`src/rtl/instruction_decode_unit_if.sv`:
```
// Decode-stage port bundle: fetch/writeback/hazard inputs and the ID/EX register outputs.
// No valid/ready handshake: ID/EX advances every clock, FlushE turns the next entry into a bubble.
interface instruction_decode_unit_if;
    logic [31:0] InstrD;
    logic [31:0] PCD;
    logic [31:0] PCPlus4D;
    logic        RegWriteW;
    logic [4:0]  RDW;
    logic [31:0] ResultW;
    logic        FlushE;

    logic [4:0]  Rs1D;
    logic [4:0]  Rs2D;
    logic        RegWriteE;
    logic        MemWriteE;
    logic        JumpE;
    logic        BranchE;
    logic        ALUSrcE;
    logic [1:0]  ResultSrcE;
    logic [2:0]  ALUControlE;
    logic [31:0] RD1E;
    logic [31:0] RD2E;
    logic [31:0] ImmExtE;
    logic [31:0] PCE;
    logic [31:0] PCPlus4E;
    logic [4:0]  RdE;
    logic [4:0]  Rs1E;
    logic [4:0]  Rs2E;
    logic        IllegalE;

    modport master (
        output InstrD, PCD, PCPlus4D, RegWriteW, RDW, ResultW, FlushE,
        input  Rs1D, Rs2D, RegWriteE, MemWriteE, JumpE, BranchE, ALUSrcE, ResultSrcE,
               ALUControlE, RD1E, RD2E, ImmExtE, PCE, PCPlus4E, RdE, Rs1E, Rs2E, IllegalE
    );

    modport slave (
        input  InstrD, PCD, PCPlus4D, RegWriteW, RDW, ResultW, FlushE,
        output Rs1D, Rs2D, RegWriteE, MemWriteE, JumpE, BranchE, ALUSrcE, ResultSrcE,
               ALUControlE, RD1E, RD2E, ImmExtE, PCE, PCPlus4E, RdE, Rs1E, Rs2E, IllegalE
    );
endinterface

```
`src/rtl/instruction_decode_unit.sv`:
```
// RV32I decode stage: control decode, 32x32 register file with write-first bypass,
// immediate generation and the flushable ID/EX pipeline register.
module instruction_decode_unit (
    input logic                      clk,
    input logic                      rst,
    instruction_decode_unit_if.slave bus
);
    localparam logic [6:0] OpR    = 7'b0110011;
    localparam logic [6:0] OpIAlu = 7'b0010011;
    localparam logic [6:0] OpLw   = 7'b0000011;
    localparam logic [6:0] OpSw   = 7'b0100011;
    localparam logic [6:0] OpBeq  = 7'b1100011;
    localparam logic [6:0] OpJal  = 7'b1101111;

    logic [31:0] instr;
    logic [6:0]  opcode;
    logic [2:0]  funct3;
    logic [4:0]  rs1;
    logic [4:0]  rs2;

    logic        regWriteD, memWriteD, jumpD, branchD, aluSrcD, illegalD;
    logic [1:0]  immSrcD, resultSrcD, aluOpD;
    logic [2:0]  aluControlD;
    logic [31:0] immExtD, rd1D, rd2D;
    logic [31:0] regs [32];

    assign instr    = bus.InstrD;
    assign opcode   = instr[6:0];
    assign funct3   = instr[14:12];
    assign rs1      = instr[19:15];
    assign rs2      = instr[24:20];
    assign bus.Rs1D = rs1;
    assign bus.Rs2D = rs2;

    // Don't-care fields resolve to 0 (R-type ImmSrc, jal ALUSrc/ALUOp).
    always_comb begin
        regWriteD  = 1'b0;
        immSrcD    = 2'b00;
        aluSrcD    = 1'b0;
        memWriteD  = 1'b0;
        resultSrcD = 2'b00;
        branchD    = 1'b0;
        aluOpD     = 2'b00;
        jumpD      = 1'b0;
        illegalD   = 1'b0;
        case (opcode)
            OpR: begin
                regWriteD = 1'b1;
                aluOpD    = 2'b10;
            end
            OpIAlu: begin
                regWriteD = 1'b1;
                aluSrcD   = 1'b1;
                aluOpD    = 2'b10;
            end
            OpLw: begin
                regWriteD  = 1'b1;
                aluSrcD    = 1'b1;
                resultSrcD = 2'b01;
            end
            OpSw: begin
                immSrcD   = 2'b01;
                aluSrcD   = 1'b1;
                memWriteD = 1'b1;
            end
            OpBeq: begin
                immSrcD = 2'b10;
                branchD = 1'b1;
                aluOpD  = 2'b01;
            end
            OpJal: begin
                regWriteD  = 1'b1;
                immSrcD    = 2'b11;
                resultSrcD = 2'b10;
                jumpD      = 1'b1;
            end
            default: illegalD = (instr != 32'd0);
        endcase
    end

    always_comb begin
        aluControlD = 3'b000;
        case (aluOpD)
            2'b01: aluControlD = 3'b001;
            2'b10: begin
                case (funct3)
                    3'b000:  aluControlD = (opcode[5] & instr[30]) ? 3'b001 : 3'b000;
                    3'b010:  aluControlD = 3'b101;
                    3'b110:  aluControlD = 3'b011;
                    3'b111:  aluControlD = 3'b010;
                    default: aluControlD = 3'b000;
                endcase
            end
            default: aluControlD = 3'b000;
        endcase
    end

    always_comb begin
        immExtD = {{20{instr[31]}}, instr[31:20]};
        case (immSrcD)
            2'b01:   immExtD = {{20{instr[31]}}, instr[31:25], instr[11:7]};
            2'b10:   immExtD = {{20{instr[31]}}, instr[7], instr[30:25], instr[11:8], 1'b0};
            2'b11:   immExtD = {{12{instr[31]}}, instr[19:12], instr[20], instr[30:21], 1'b0};
            default: immExtD = {{20{instr[31]}}, instr[31:20]};
        endcase
    end

    // Write-first bypass lets a writeback land in the same cycle's decode.
    always_comb begin
        rd1D = regs[rs1];
        if (rs1 == 5'd0)
            rd1D = 32'd0;
        else if (bus.RegWriteW && (bus.RDW == rs1))
            rd1D = bus.ResultW;
        rd2D = regs[rs2];
        if (rs2 == 5'd0)
            rd2D = 32'd0;
        else if (bus.RegWriteW && (bus.RDW == rs2))
            rd2D = bus.ResultW;
    end

    always_ff @(posedge clk) begin
        if (rst) begin
            for (int i = 0; i < 32; i++)
                regs[i] <= 32'd0;
        end else if (bus.RegWriteW && (bus.RDW != 5'd0)) begin
            regs[bus.RDW] <= bus.ResultW;
        end
    end

    always_ff @(posedge clk) begin
        if (rst || bus.FlushE) begin
            bus.RegWriteE   <= 1'b0;
            bus.MemWriteE   <= 1'b0;
            bus.JumpE       <= 1'b0;
            bus.BranchE     <= 1'b0;
            bus.ALUSrcE     <= 1'b0;
            bus.ResultSrcE  <= 2'b00;
            bus.ALUControlE <= 3'b000;
            bus.RD1E        <= 32'd0;
            bus.RD2E        <= 32'd0;
            bus.ImmExtE     <= 32'd0;
            bus.PCE         <= 32'd0;
            bus.PCPlus4E    <= 32'd0;
            bus.RdE         <= 5'd0;
            bus.Rs1E        <= 5'd0;
            bus.Rs2E        <= 5'd0;
            bus.IllegalE    <= 1'b0;
        end else begin
            bus.RegWriteE   <= regWriteD;
            bus.MemWriteE   <= memWriteD;
            bus.JumpE       <= jumpD;
            bus.BranchE     <= branchD;
            bus.ALUSrcE     <= aluSrcD;
            bus.ResultSrcE  <= resultSrcD;
            bus.ALUControlE <= aluControlD;
            bus.RD1E        <= rd1D;
            bus.RD2E        <= rd2D;
            bus.ImmExtE     <= immExtD;
            bus.PCE         <= bus.PCD;
            bus.PCPlus4E    <= bus.PCPlus4D;
            bus.RdE         <= instr[11:7];
            bus.Rs1E        <= rs1;
            bus.Rs2E        <= rs2;
            bus.IllegalE    <= illegalD;
        end
    end
endmodule

```
`src/flat_wrapper.sv`:
```
// flat-port wrapper written by rule: the top's interface ports become plain ports
module instruction_decode_unit_flat 
  (clk, rst, bus_InstrD, bus_PCD, bus_PCPlus4D, bus_RegWriteW, bus_RDW, bus_ResultW, bus_FlushE, bus_Rs1D, bus_Rs2D, bus_RegWriteE, bus_MemWriteE, bus_JumpE, bus_BranchE, bus_ALUSrcE, bus_ResultSrcE, bus_ALUControlE, bus_RD1E, bus_RD2E, bus_ImmExtE, bus_PCE, bus_PCPlus4E, bus_RdE, bus_Rs1E, bus_Rs2E, bus_IllegalE);
  instruction_decode_unit_if bus_i ();
  input logic clk;
  input logic rst;
  input wire logic [$bits(bus_i.InstrD)-1:0] bus_InstrD;
  input wire logic [$bits(bus_i.PCD)-1:0] bus_PCD;
  input wire logic [$bits(bus_i.PCPlus4D)-1:0] bus_PCPlus4D;
  input wire logic [$bits(bus_i.RegWriteW)-1:0] bus_RegWriteW;
  input wire logic [$bits(bus_i.RDW)-1:0] bus_RDW;
  input wire logic [$bits(bus_i.ResultW)-1:0] bus_ResultW;
  input wire logic [$bits(bus_i.FlushE)-1:0] bus_FlushE;
  output wire logic [$bits(bus_i.Rs1D)-1:0] bus_Rs1D;
  output wire logic [$bits(bus_i.Rs2D)-1:0] bus_Rs2D;
  output wire logic [$bits(bus_i.RegWriteE)-1:0] bus_RegWriteE;
  output wire logic [$bits(bus_i.MemWriteE)-1:0] bus_MemWriteE;
  output wire logic [$bits(bus_i.JumpE)-1:0] bus_JumpE;
  output wire logic [$bits(bus_i.BranchE)-1:0] bus_BranchE;
  output wire logic [$bits(bus_i.ALUSrcE)-1:0] bus_ALUSrcE;
  output wire logic [$bits(bus_i.ResultSrcE)-1:0] bus_ResultSrcE;
  output wire logic [$bits(bus_i.ALUControlE)-1:0] bus_ALUControlE;
  output wire logic [$bits(bus_i.RD1E)-1:0] bus_RD1E;
  output wire logic [$bits(bus_i.RD2E)-1:0] bus_RD2E;
  output wire logic [$bits(bus_i.ImmExtE)-1:0] bus_ImmExtE;
  output wire logic [$bits(bus_i.PCE)-1:0] bus_PCE;
  output wire logic [$bits(bus_i.PCPlus4E)-1:0] bus_PCPlus4E;
  output wire logic [$bits(bus_i.RdE)-1:0] bus_RdE;
  output wire logic [$bits(bus_i.Rs1E)-1:0] bus_Rs1E;
  output wire logic [$bits(bus_i.Rs2E)-1:0] bus_Rs2E;
  output wire logic [$bits(bus_i.IllegalE)-1:0] bus_IllegalE;
  assign bus_i.InstrD = bus_InstrD;
  assign bus_i.PCD = bus_PCD;
  assign bus_i.PCPlus4D = bus_PCPlus4D;
  assign bus_i.RegWriteW = bus_RegWriteW;
  assign bus_i.RDW = bus_RDW;
  assign bus_i.ResultW = bus_ResultW;
  assign bus_i.FlushE = bus_FlushE;
  assign bus_Rs1D = bus_i.Rs1D;
  assign bus_Rs2D = bus_i.Rs2D;
  assign bus_RegWriteE = bus_i.RegWriteE;
  assign bus_MemWriteE = bus_i.MemWriteE;
  assign bus_JumpE = bus_i.JumpE;
  assign bus_BranchE = bus_i.BranchE;
  assign bus_ALUSrcE = bus_i.ALUSrcE;
  assign bus_ResultSrcE = bus_i.ResultSrcE;
  assign bus_ALUControlE = bus_i.ALUControlE;
  assign bus_RD1E = bus_i.RD1E;
  assign bus_RD2E = bus_i.RD2E;
  assign bus_ImmExtE = bus_i.ImmExtE;
  assign bus_PCE = bus_i.PCE;
  assign bus_PCPlus4E = bus_i.PCPlus4E;
  assign bus_RdE = bus_i.RdE;
  assign bus_Rs1E = bus_i.Rs1E;
  assign bus_Rs2E = bus_i.Rs2E;
  assign bus_IllegalE = bus_i.IllegalE;
  instruction_decode_unit u_core (.clk(clk), .rst(rst), .bus(bus_i));
endmodule
```
`config.mk`:
```
export PLATFORM = sky130hd
export DESIGN_NAME = instruction_decode_unit_flat
export DESIGN_NICKNAME = d
export VERILOG_FILES = /design/src/rtl/instruction_decode_unit_if.sv /design/src/rtl/instruction_decode_unit.sv /design/src/flat_wrapper.sv
export SDC_FILE = /design/constraint.sdc
export NUM_CORES = 2
export LEC_CHECK = 0
export ABC_AREA = 0
export CORE_MARGIN = 4
export CORE_UTILIZATION = 60
export DETAILED_ROUTE_END_ITERATION = 16
export PLACE_DENSITY = 0.8
export SYNTH_ARGS = -nofsm -noshare
export SYNTH_HDL_FRONTEND = slang
export SYNTH_SLANG_ARGS = --single-unit
```
`constraint.sdc`:
```
create_clock -name clk -period 5.55 [get_ports clk]
set_clock_uncertainty 0.2 [all_clocks]
set_input_delay 1.11 -clock clk [delete_from_list [all_inputs] [get_ports clk]]
set_output_delay 1.11 -clock clk [all_outputs]
set_load 0.01 [all_outputs]
```
== After elaboration in Yosys (flattened, before gate mapping) ==
Memory sizes are Yosys's and may differ from the RTL's. A register that Yosys moved wholly into a read port is not among the register bits.
Index checks and enable logic that the tools add are counted.
Word-level totals
  bits in registers: 111
  bits in writable memories: 1024
  input port bits: 137
  output and inout bits: 196
  word-level logic and storage cells: 64
  memories kept: 1
Memory list
  u_core.regs: words 32, width 32, rd ports 2, clocked after memory_dff 2, write ports 32, line instruction_decode_unit.sv:25  | logic [31:0] regs [32];
Operators by class
  equality and inequality tests: 14
  muxes and demuxes: 20
  bitwise gates (word level): 1
  reduce and logical (&&, ||, !) cells: 14
Operators with widths (count)
  $pmux W20 S3: 1
  $mux W32: 1
  $reduce_bool A32 Y1: 1
  $reduce_or A32 Y1: 1
  $eq A7 B6 Y1 const B: 2
  $eq A7 B7 Y1 const B: 2
  $mux W1: 12
  $pmux W3 S4: 1
  $logic_not A5 Y1: 2
  $pmux W2 S2: 2
  $eq A7 B2 Y1 const B: 1
  $eq A7 B5 Y1 const B: 1
  $reduce_or A7 Y1: 1
  $eq A2 B2 Y1 const B: 3
  $eq A3 B3 Y1 const B: 2
  $pmux W2 S3: 1
  $pmux W3 S2: 1
  $reduce_or A2 Y1: 3
  $mux W5: 1
  $reduce_bool A5 Y1: 1
  $eq A2 B1 Y1 const B: 2
  $reduce_or A4 Y1: 1
  $eq A3 B2 Y1 const B: 1
  $logic_not A3 Y1: 1
  4 further kinds: 4

== Logic depth before layout (Yosys ltp) ==
  depth after elaboration: 7
  mapped depth: 10
  depth with buffers taken out: 7

== Least setup slack after synthesis ==
OpenSTA, ideal clock, no wires.
  path type: input port to flip-flop
  from: input bus_RDW[3]
  to: memory u_core.regs[5][0], enable pin
  setup time: 0.428 ns
  arrival time: 3.821 ns
  path slack: 1.101 ns
  stages on the path: 6
  cells stage by stage: buf_2 or3b_2 clkbuf_1 clkbuf_1 clkbuf_1 o21bai_1
RTL lines
  from (decl): line flat_wrapper.sv:11  | input wire logic [$bits(bus_i.RDW)-1:0] bus_RDW;
  to (decl): line instruction_decode_unit.sv:25

== Worst setup path in the final report ==
  from: input bus_InstrD[23]
  to: output bus_Rs2D[3]
RTL lines
  from (decl): line flat_wrapper.sv:7  | input wire logic [$bits(bus_i.InstrD)-1:0] bus_InstrD;
  to (decl): line flat_wrapper.sv:15  | output wire logic [$bits(bus_i.Rs2D)-1:0] bus_Rs2D;
No word-level cell between the ends.

==> results_dict.tcl <==
set metrics [dict create \
    ys.flop_type "edfxtp_1" \
    drv_slew 0 \
    cp_max_fo 13 \
    p_total_mw 21.62 \
    layout_commonest_cell "edfxtp_1" \
    synthAdderAreaFrac 0.0004271 \
    powerDensity_nw_per_um2 320.2 \
    wl_met3_um 35140 \
    num_vias 43507 \
    synth_edf_count 1024 \
    peakVddDrop_mv 0.2792 \
    wl_per_cell_um 36.29 \
    layout_common_cells "edfxtp_1, nor3_1, mux4_2, clkdlybuf4s50_1, mux2i_1" \
    critPathArrivalTime_ns 2.68 \
    postCtsResizedCells 0 \
    drt_iter0_drc 8254 \
    insertion_delay_ns 0.73 \
    critPathKind "in2out" \
    start_util 0.6058 \
    io_buffers 332 \
    htreeDepth 3 \
    grt_pass1_vias 43637 \
    final_nets 4403 \
    area_growth_syn_to_layout_pct 15.25 \
    row_count 114 \
    antenna_left 0 \
    wl_met2_um 90570 \
    hold_path.class "reg2reg" \
    crit_path_frequent_cell "clkdlybuf4s50_1" \
    critPathSlowestCell "clkdlybuf4s50_1" \
    critical_path_required_ns 4.24 \
    dieHeight_um 320.5 \
    synth-compound-area-share 0.04470 \
    reg2reg_setup_slack_ns 3.24 \
    critPathMaxStageDelay_ns 0.82 \
    synth-xor-area-share 0.001495 \
    place_inst 5420 \
    grt_max_degree 129 \
    outcome "finished clean" \
    first_pass_iters 8 \
    synth_cells 4174 \
    cap_violations 0 \
    grt_overflow 0 \
    cts_tree "built" \
    leakage_nw 21.60 \
    cp-start-kind "primary input" \
    cts_buffer_depth 3 \
    yosys.area_share.simple 0.1132 \
    postCtsSetupRepairBufs 0 \
    ys_seq_area_frac 0.5843 \
    rsz0062_at_grt "no" \
    relSlewSlack 0.1838 \
    yosys.area.top_type "edfxtp_1" \
    dp_hpwl_um 119500 \
    grt_first_pass_wirelength_um 295000 \
    cp_cell_sequence "clkdlybuf4s50_1 -> buf_4 -> clkdlybuf4s50_1" \
    ys.warnings.count 0 \
    synth_area_leaders "edfxtp_1, mux4_2, nor3_1" \
    clock-sinks 1198 \
    netlist.area_leader.share 0.5249 \
    syn-cell-area_um2 58580 \
    die_w_um 320.5 \
    syn_area_per_cell_um2 14.04 \
    postRouteWirelength_um 204900 \
    viasPerCell 7.704 \
    setup_viol 0 \
    top_layer "met5" \
    core_um2 96710 \
    tightest_slew_ns 1.223 \
    ctsHoldBuffers 0 \
    path_clk_slew_ns 0.06 \
    finalHoldViolations 0 \
    setup-tns-final_ns 0 \
    wl_met1_um 60780 \
    ioPinCount 333 \
    fin_crit_ns 3.988 \
    ys_seq_elements 1198 \
    drive_gt1_frac 0.2099 \
    routabilityCongestion 0.9249 \
    max_freq_mhz 250.7 \
    fin_cells 5647 \
    period_share 0.7186 \
    synthArstFlopShare 0 \
    grt_usage 0.3950 \
    ys_types 50 \
    antenna_found_initial 8 \
    die-area_um2 102700 \
    post-route-drc-count 0 \
    synth_mux_area_frac 0.2118 \
    synth_top_family_by_area "multiplexers" \
    cp-end-kind "primary output" \
    cts_made_buffers 118 \
    cts-root-buf "clkbuf_16" \
]
cell usage after synthesis (8+ instances only):
cell type and n:
buf_2 100, edfxtp_1 1024, a211oi_1 45, o221ai_1 32, nand3b_1 8, nor2_1 28
o21ai_1 30, a32o_1 32, nand2_1 116, nor3_1 1002, mux2_2 36, a21o_1 8
dfxtp_1 174, mux2i_1 189, o21bai_1 32, a21oi_1 37, buf_4 40, o22ai_1 93
and2_1 89, mux4_2 449, buf_1 43, a22oi_1 52, nand4_1 36, nand3_1 11
clkbuf_1 381, inv_1 36
power breakdown:
group          internal [mW]  switching [mW]
Clock                   4.81            3.58
Sequential              10.2           0.286
Combinational           1.11            1.58
Total                   16.2            5.45
worst max-delay path, delay by kind of cell:
family	cells	cell delay, ns
buffers and inverters	3	1.56
cell type report:
class / count / area (um^2)
antenna: 3 / 7.507
clock buffer: 151 / 3219
clock inverter: 73 / 822.0
fill: 6171 / 29190
inverter: 36 / 135.1
multi-input combinational: 2403 / 22370
sequential: 1198 / 34230
tap: 1276 / 1597
timing repair buffer: 507 / 5134
logic make-up after synthesis:
family                   after synthesis
XOR/XNOR                              10
other                                  1
multiplexers                         674
AND/OR/NAND/NOR                     1314
adder cells (fa/ha/maj)                2
flip-flops                          1198
buffers and inverters                604
AO/OA/AOI/OAI                        371
registers in the layout (all words and copies together), names as in the netlist:
| signal | count |
|---|---|
| u_core.bus.ImmExtE | 21 |
| u_core.bus.ALUControlE | 3 |
| u_core.bus.Rs2E | 5 |
| u_core.bus.IllegalE | 1 |
| u_core.bus.Rs1E | 5 |
| u_core.bus.RdE | 5 |
| u_core.bus.RD1E | 32 |
| u_core.bus.BranchE | 1 |
| u_core.bus.RD2E | 32 |
| u_core.bus.ResultSrcE | 1 |
| u_core.bus.MemWriteE | 1 |
| u_core.regs | 1024 |
| u_core.bus.RegWriteE | 1 |
| u_core.bus.ALUSrcE | 1 |
| u_core.bus.JumpE | 1 |
| u_core.bus.PCE | 32 |
| u_core.bus.PCPlus4E | 32 |
through the flow:
| step | worst slack (ns) | hold slack, ns | instance area (um^2) | utilization |
|---|---|---|---|---|
| 2_1_floorplan | 1.101 | 0.5503 | 58700 | - |
| 3_3_place_gp | 1.306 | 0.5983 | 63470 | 0.6563 |
| 3_5_place_dp | 1.229 | 0.6309 | 63470 | 0.6563 |
| 4_1_cts | 1.636 | 0.6516 | 67510 | 0.6981 |
| 5_1_grt | 1.594 | 0.7278 | 67510 | 0.6981 |
| 6_report | 1.562 | 0.6635 | 67510 | 0.6981 |
worst paths after layout:
path | from | to | depth (start not counted)
max | bus_InstrD[23] | bus_Rs2D[3] | 3
min | u_core.regs[3][18] | u_core.bus.RD2E[18] | 5
max reg2reg | u_core.regs[14][3] | u_core.bus.RD1E[3] | 5
min reg2reg | u_core.regs[3][18] | u_core.bus.RD2E[18] | 5
per-layer routing:
layer | up-vias | GRT usage
li1 | 16785 | -
met1 | 21064 | 0.4826
met2 | 4594 | 0.5861
met3 | 1054 | 0.1516
met4 | 10 | 0.2687
met5 | - | 0.006944
No activity file was read; power rests on OpenSTA's default activity.
